<file path="src/rtl/out_port_scheduler.sv">
// Round-robin egress read scheduler: grants port_rd to one non-empty port per packet,
// then enforces an inter-packet gap. Optional busy timeout enabled by SCHED_TIMEOUT_EN.
module out_port_scheduler #(
  parameter int N_PORTS        = 4,
  parameter int GAP_CYCLES     = 2,
  parameter int TIMEOUT_CYCLES = 255,
  parameter int GW             = (N_PORTS > 1) ? $clog2(N_PORTS) : 1
) (
  input  logic               clk,
  input  logic               rst_n,
  input  logic               sched_en,
  input  logic [N_PORTS-1:0] port_empty,
  input  logic [N_PORTS-1:0] pkt_done,
  output logic [N_PORTS-1:0] port_rd,
  output logic               grant_vld,
  output logic [GW-1:0]      grant_id,
  output logic               timeout_err
);

  localparam int GCW = (GAP_CYCLES > 1) ? $clog2(GAP_CYCLES) : 1;

  typedef enum logic [1:0] {IDLE, BUSY, GAP} state_t;

  state_t             state_reg;
  logic [GW-1:0]      rr_ptr_reg;
  logic [GCW-1:0]     gap_cnt_reg;
  logic [N_PORTS-1:0] req;
  logic [N_PORTS-1:0] sel_onehot;
  logic [GW-1:0]      sel_idx;
  logic [GW-1:0]      cand;
  logic               sel_vld;
  logic               done_hit;
  logic               timeout_hit;
  logic               release_now;

  for (genvar gi = 0; gi < N_PORTS; gi++) begin : g_port
    assign req[gi]        = ~port_empty[gi];
    assign sel_onehot[gi] = (sel_idx == GW'(gi));
  end

  // Scan from farthest to nearest so the first non-empty port after rr_ptr wins.
  always_comb begin
    sel_vld = 1'b0;
    sel_idx = '0;
    cand    = '0;
    for (int k = N_PORTS; k >= 1; k--) begin
      cand = GW'((int'(rr_ptr_reg) + k) % N_PORTS);
      if (req[cand]) begin
        sel_vld = 1'b1;
        sel_idx = cand;
      end
    end
  end

  assign done_hit = pkt_done[grant_id];

`ifdef SCHED_TIMEOUT_EN
  localparam int TCW = $clog2(TIMEOUT_CYCLES + 1);
  logic [TCW-1:0] busy_cnt_reg;

  assign timeout_hit = (busy_cnt_reg == TCW'(TIMEOUT_CYCLES - 1));

  always_ff @(posedge clk or negedge rst_n) begin
    if (!rst_n) begin
      busy_cnt_reg <= '0;
      timeout_err  <= 1'b0;
    end else begin
      timeout_err <= release_now && !done_hit;
      if (state_reg != BUSY)
        busy_cnt_reg <= '0;
      else if (!release_now)
        busy_cnt_reg <= busy_cnt_reg + 1'b1;
    end
  end
`else
  assign timeout_hit = 1'b0;
  assign timeout_err = 1'b0;
`endif

  assign release_now = (state_reg == BUSY) && (done_hit || timeout_hit);

  always_ff @(posedge clk or negedge rst_n) begin
    if (!rst_n) begin
      state_reg   <= IDLE;
      rr_ptr_reg  <= GW'(N_PORTS - 1);
      gap_cnt_reg <= '0;
      port_rd     <= '0;
      grant_vld   <= 1'b0;
      grant_id    <= '0;
    end else begin
      case (state_reg)
        IDLE: begin
          if (sched_en && sel_vld) begin
            port_rd   <= sel_onehot;
            grant_id  <= sel_idx;
            grant_vld <= 1'b1;
            state_reg <= BUSY;
          end
        end
        BUSY: begin
          if (release_now) begin
            port_rd     <= '0;
            grant_vld   <= 1'b0;
            rr_ptr_reg  <= grant_id;
            gap_cnt_reg <= GCW'(GAP_CYCLES - 1);
            state_reg   <= GAP;
          end
        end
        GAP: begin
          // Leave on the edge the counter reaches zero; the IDLE cycle completes the gap.
          if (gap_cnt_reg <= GCW'(1))
            state_reg <= IDLE;
          if (gap_cnt_reg != '0)
            gap_cnt_reg <= gap_cnt_reg - 1'b1;
        end
        default: state_reg <= IDLE;
      endcase
    end
  end

endmodule

</file>
<file path="config.mk">
export PLATFORM = sky130hd
export DESIGN_NAME = out_port_scheduler
export DESIGN_NICKNAME = d
export VERILOG_FILES = /design/src/rtl/out_port_scheduler.sv
export SDC_FILE = /design/constraint.sdc
export NUM_CORES = 1
export LEC_CHECK = 0
export BUFFER_PORTS_ARGS = -buffer_cell sky130_fd_sc_hd__buf_2
export CAP_MARGIN = 20
export CELL_PAD_IN_SITES_DETAIL_PLACEMENT = 1
export CELL_PAD_IN_SITES_GLOBAL_PLACEMENT = 1
export CORE_MARGIN = 4
export CORE_UTILIZATION = 35
export DETAILED_ROUTE_END_ITERATION = 10
export GPL_TIMING_DRIVEN = 0
export PLACE_DENSITY = 0.8
export SYNTH_ARGS = -nofsm -noshare
export SYNTH_HDL_FRONTEND = slang
export SYNTH_SLANG_ARGS = --single-unit
</file>
<file path="constraint.sdc">
create_clock -name clk -period 2 [get_ports clk]
set_clock_uncertainty 0.15 [all_clocks]
set_input_delay 0.6 -clock clk [delete_from_list [all_inputs] [get_ports clk]]
set_output_delay 0.6 -clock clk [all_outputs]
set_load 0.005 [all_outputs]
</file>
==> out/qor.csv <==
stage,metric,value,unit
run_status,status,"complete, no violations",
clocking,holdBufCountCts,0,
power,p_leak,0.3609,nW
die,core,1489,um^2
timing,setup_violations,0,
die,io_pins,19,
power,p_sw,0.3600,mW
routing,wl,1.302,mm
critical_path,reg2regPathDepth,3,
place,portBuffers,17,
cells_and_area,largest_reg_flops,4,
cells_and_area,num_antenna_cells,0,
synth,ys_seq_area_share,50.68,%
power,seqPwrFrac,43.4,%
cells_and_area,final_core_util,45.71,%
synth,synthFlopType,dfrtp_1,
timing,rsz0062_at_grt,false,
power,power,1.000,mW
clocking,clock_path_buffers,2,
clocking,h-tree-depth,1,
global_route,grt.total_usage,13.93,%
timing,finalHoldViolations,0,
timing,clock.fmax,0.5908,GHz
synth,post-synth-top-count-cell,dfrtp_1,
clocking,cts_tree,done,
critical_path,critPathMaxStageDelay,570,ps
synth,yosys.area.top_type,dfrtp_1,
cells_and_area,fill_cells,178,
die,initial_core_util,36.81,%
synth,syn-num-nets,59,
synth,synth_edf_count,0,
global_route,grtUsageMet1,16.43,%
place,hpwl,1.037,mm
critical_path,cp-start-kind,register,
critical_path,worstPathRequired,2060,ps
clocking,clk_latency,270,ps
clocking,cts_root_buffer,clkbuf_4,
synth,netlist_area,548.0,um^2
synth,avgSynthCellArea,11.42,um^2
place,place_inst,81,
clocking,path_clk_slew,70,ps
synth,synth_top_area_share,41.10,%
power,p_clk_share,15.5,%
routing,ant_nets,0,
min_path,hp-class,primary input to async pin,
cells_and_area,postLayoutCellArea,680.7,um^2
die,dieHeight,47.57,um
global_route,grt_pass1_wl,2.166,mm
die,die_x,47.57,um
timing,timing.hold.ws,34.53,ps
cells_and_area,fin_nets,81,
synth,synth_cells,48,
cells_and_area,synthToLayoutAreaGrowth,24.20,%
global_route,met3_usage,4.887,%
die,die_area,2263,um^2
clocking,cts_buffers,3,
power,switching_share,35.99,%
flow_run,maxCapViolCount,0,
synth,yosys_warnings,0,
routing,viasPerCell,5.471,
global_route,gr-max-usage-layer,met2,
clocking,numClockSinks,11,
place,post-place-ws,77.98,ps
synth,synth.distinct_cells,24,
timing,final.setup.tns,0,ps
critical_path,critPathKind,register to register,
cells_and_area,finalNonFillerCells,85,
power,p_int,0.6404,mW
synth,ys_top_cells_by_area,"dfrtp_1 (41%), dfstp_2 (9.6%), a32o_1 (7.3%)",
global_route,overflow,0,
global_route,grt_max_degree,12,
critical_path,cp_top_family,multiplexers,
cells_and_area,drive_gt1_share,42.03,%
timing,period_needed,1693,ps
routing,drc,0,
synth,ys_top_cells_by_count,"dfrtp_1 (9), a32o_1 (4), nand2_1 (4), nor2_1 (4), o21ai_0 (3)",
place,place_area,653.1,um^2
critical_path,crit_fanout,8,
routing,drt-initial-drc-count,4,
global_route,first_global_vias,484,
timing,final.setup.worst_slack,307.5,ps
global_route,use_met2,24.33,%
synth,ys_ff_latch,11,
critical_path,timing.critical_path.buf_inv,0,
die,rows,14,
power,ir_drop,717.7,uV
place,gp_congestion,0.6744,
timing,min_period_over_period,84.63,%
critical_path,slowest_stage,mux4_2,
critical_path,crit_chain,mux4_2 -> nand3b_4 -> mux2_4,
power,combPwrFrac,41.1,%
global_route,grt_antenna_before_repair,0,
cells_and_area,regMostFlops,port_rd,
critical_path,end_kind,register,
timing,slew_violations,0,
power,powerDensity,1470,nW/um^2
critical_path,worstSetupPathDepth,3,
routing,first_pass_iters,4,
clocking,post_cts_resized,0,
routing,wl_per_cell,15.32,um
synth,postSynth.asyncResetShare,100.0,%
clocking,postCtsSetupRepairBufs,0,
routing,via_count,465,
critical_path,cp.arrival,1750,ps
==> cell families (layout without fill, tap and decap cells) <==
group	count (synthesis)	count (layout)	synth area share, %
DFF	11	11	50.69
AOI/OAI and AO/OA	13	13	18.95
muxes	3	3	9.589
other	1	1	0.6843
and+or+nand+nor	16	16	16.44
buffers and inverters	4	25	3.653
==> area by class of cell <==
cell class / instances / area, um^2 / share of cell area (%)
flip-flops and latches: 11 / 277.8 / 40.81
clock inverters: 1 / 5.005 / 0.7353
plain buffers: 2 / 12.51 / 1.838
repair buffers: 17 / 85.08 / 12.50
inverters: 2 / 7.507 / 1.103
multi-input cells: 33 / 250.2 / 36.76
clock buffers: 3 / 22.52 / 3.309
well taps: 16 / 20.02 / 2.941
==> cell usage in the layout (no fill, tap or decap), types with 2 or more instances in the layout <==
cell type and instances:
a32o_1 4, nand3_1 2, mux2_4 2, dfrtp_1 9, o21ai_0 3, inv_1 2, nor2_1 4, clkbuf_4 3
dfstp_2 2, buf_2 18, nand2_1 4, nor2b_1 2
==> power by group through the flow <==
| stage | combinational [mW] | sequential, mW | clock (mW) |
|---|---|---|---|
| 2_1_floorplan | 0.278 | 0.425 | 0 |
| 3_3_place_gp | 0.401 | 0.429 | 0 |
| 3_5_place_dp | 0.417 | 0.439 | 0 |
| 4_1_cts | 0.419 | 0.436 | 0.158 |
| 5_1_grt | 0.468 | 0.453 | 0.168 |
| 6_report | 0.411 | 0.434 | 0.155 |
==> worst paths after layout <==
| kind | startpoint | end | slack, ps |
|---|---|---|---|
| max in group asynchronous | rst_n | rr_ptr_reg[1]$_DFFE_PN1P_ | 1400 |
| hold / removal | rst_n | state_reg[1]$_DFFE_PN0P_ | 30 |
| hold reg to reg | grant_vld$_DFFE_PN0P_ | grant_vld$_DFFE_PN0P_ | 340 |
| setup / recovery | grant_id[0]$_DFFE_PN0P_ | rr_ptr_reg[0]$_DFFE_PN1P_ | 310 |
| min in group clk | grant_vld$_DFFE_PN0P_ | grant_vld$_DFFE_PN0P_ | 340 |
| setup reg to reg | grant_id[0]$_DFFE_PN0P_ | rr_ptr_reg[0]$_DFFE_PN1P_ | 310 |
==> routing by layer <==
layer	vias to the layer above	share of wire, %
met3	2	6.4
met2	17	48
met1	227	45
met5	-	0
met4	0	0.69
li1	219	-
Power figures use the tool's default switching activity.
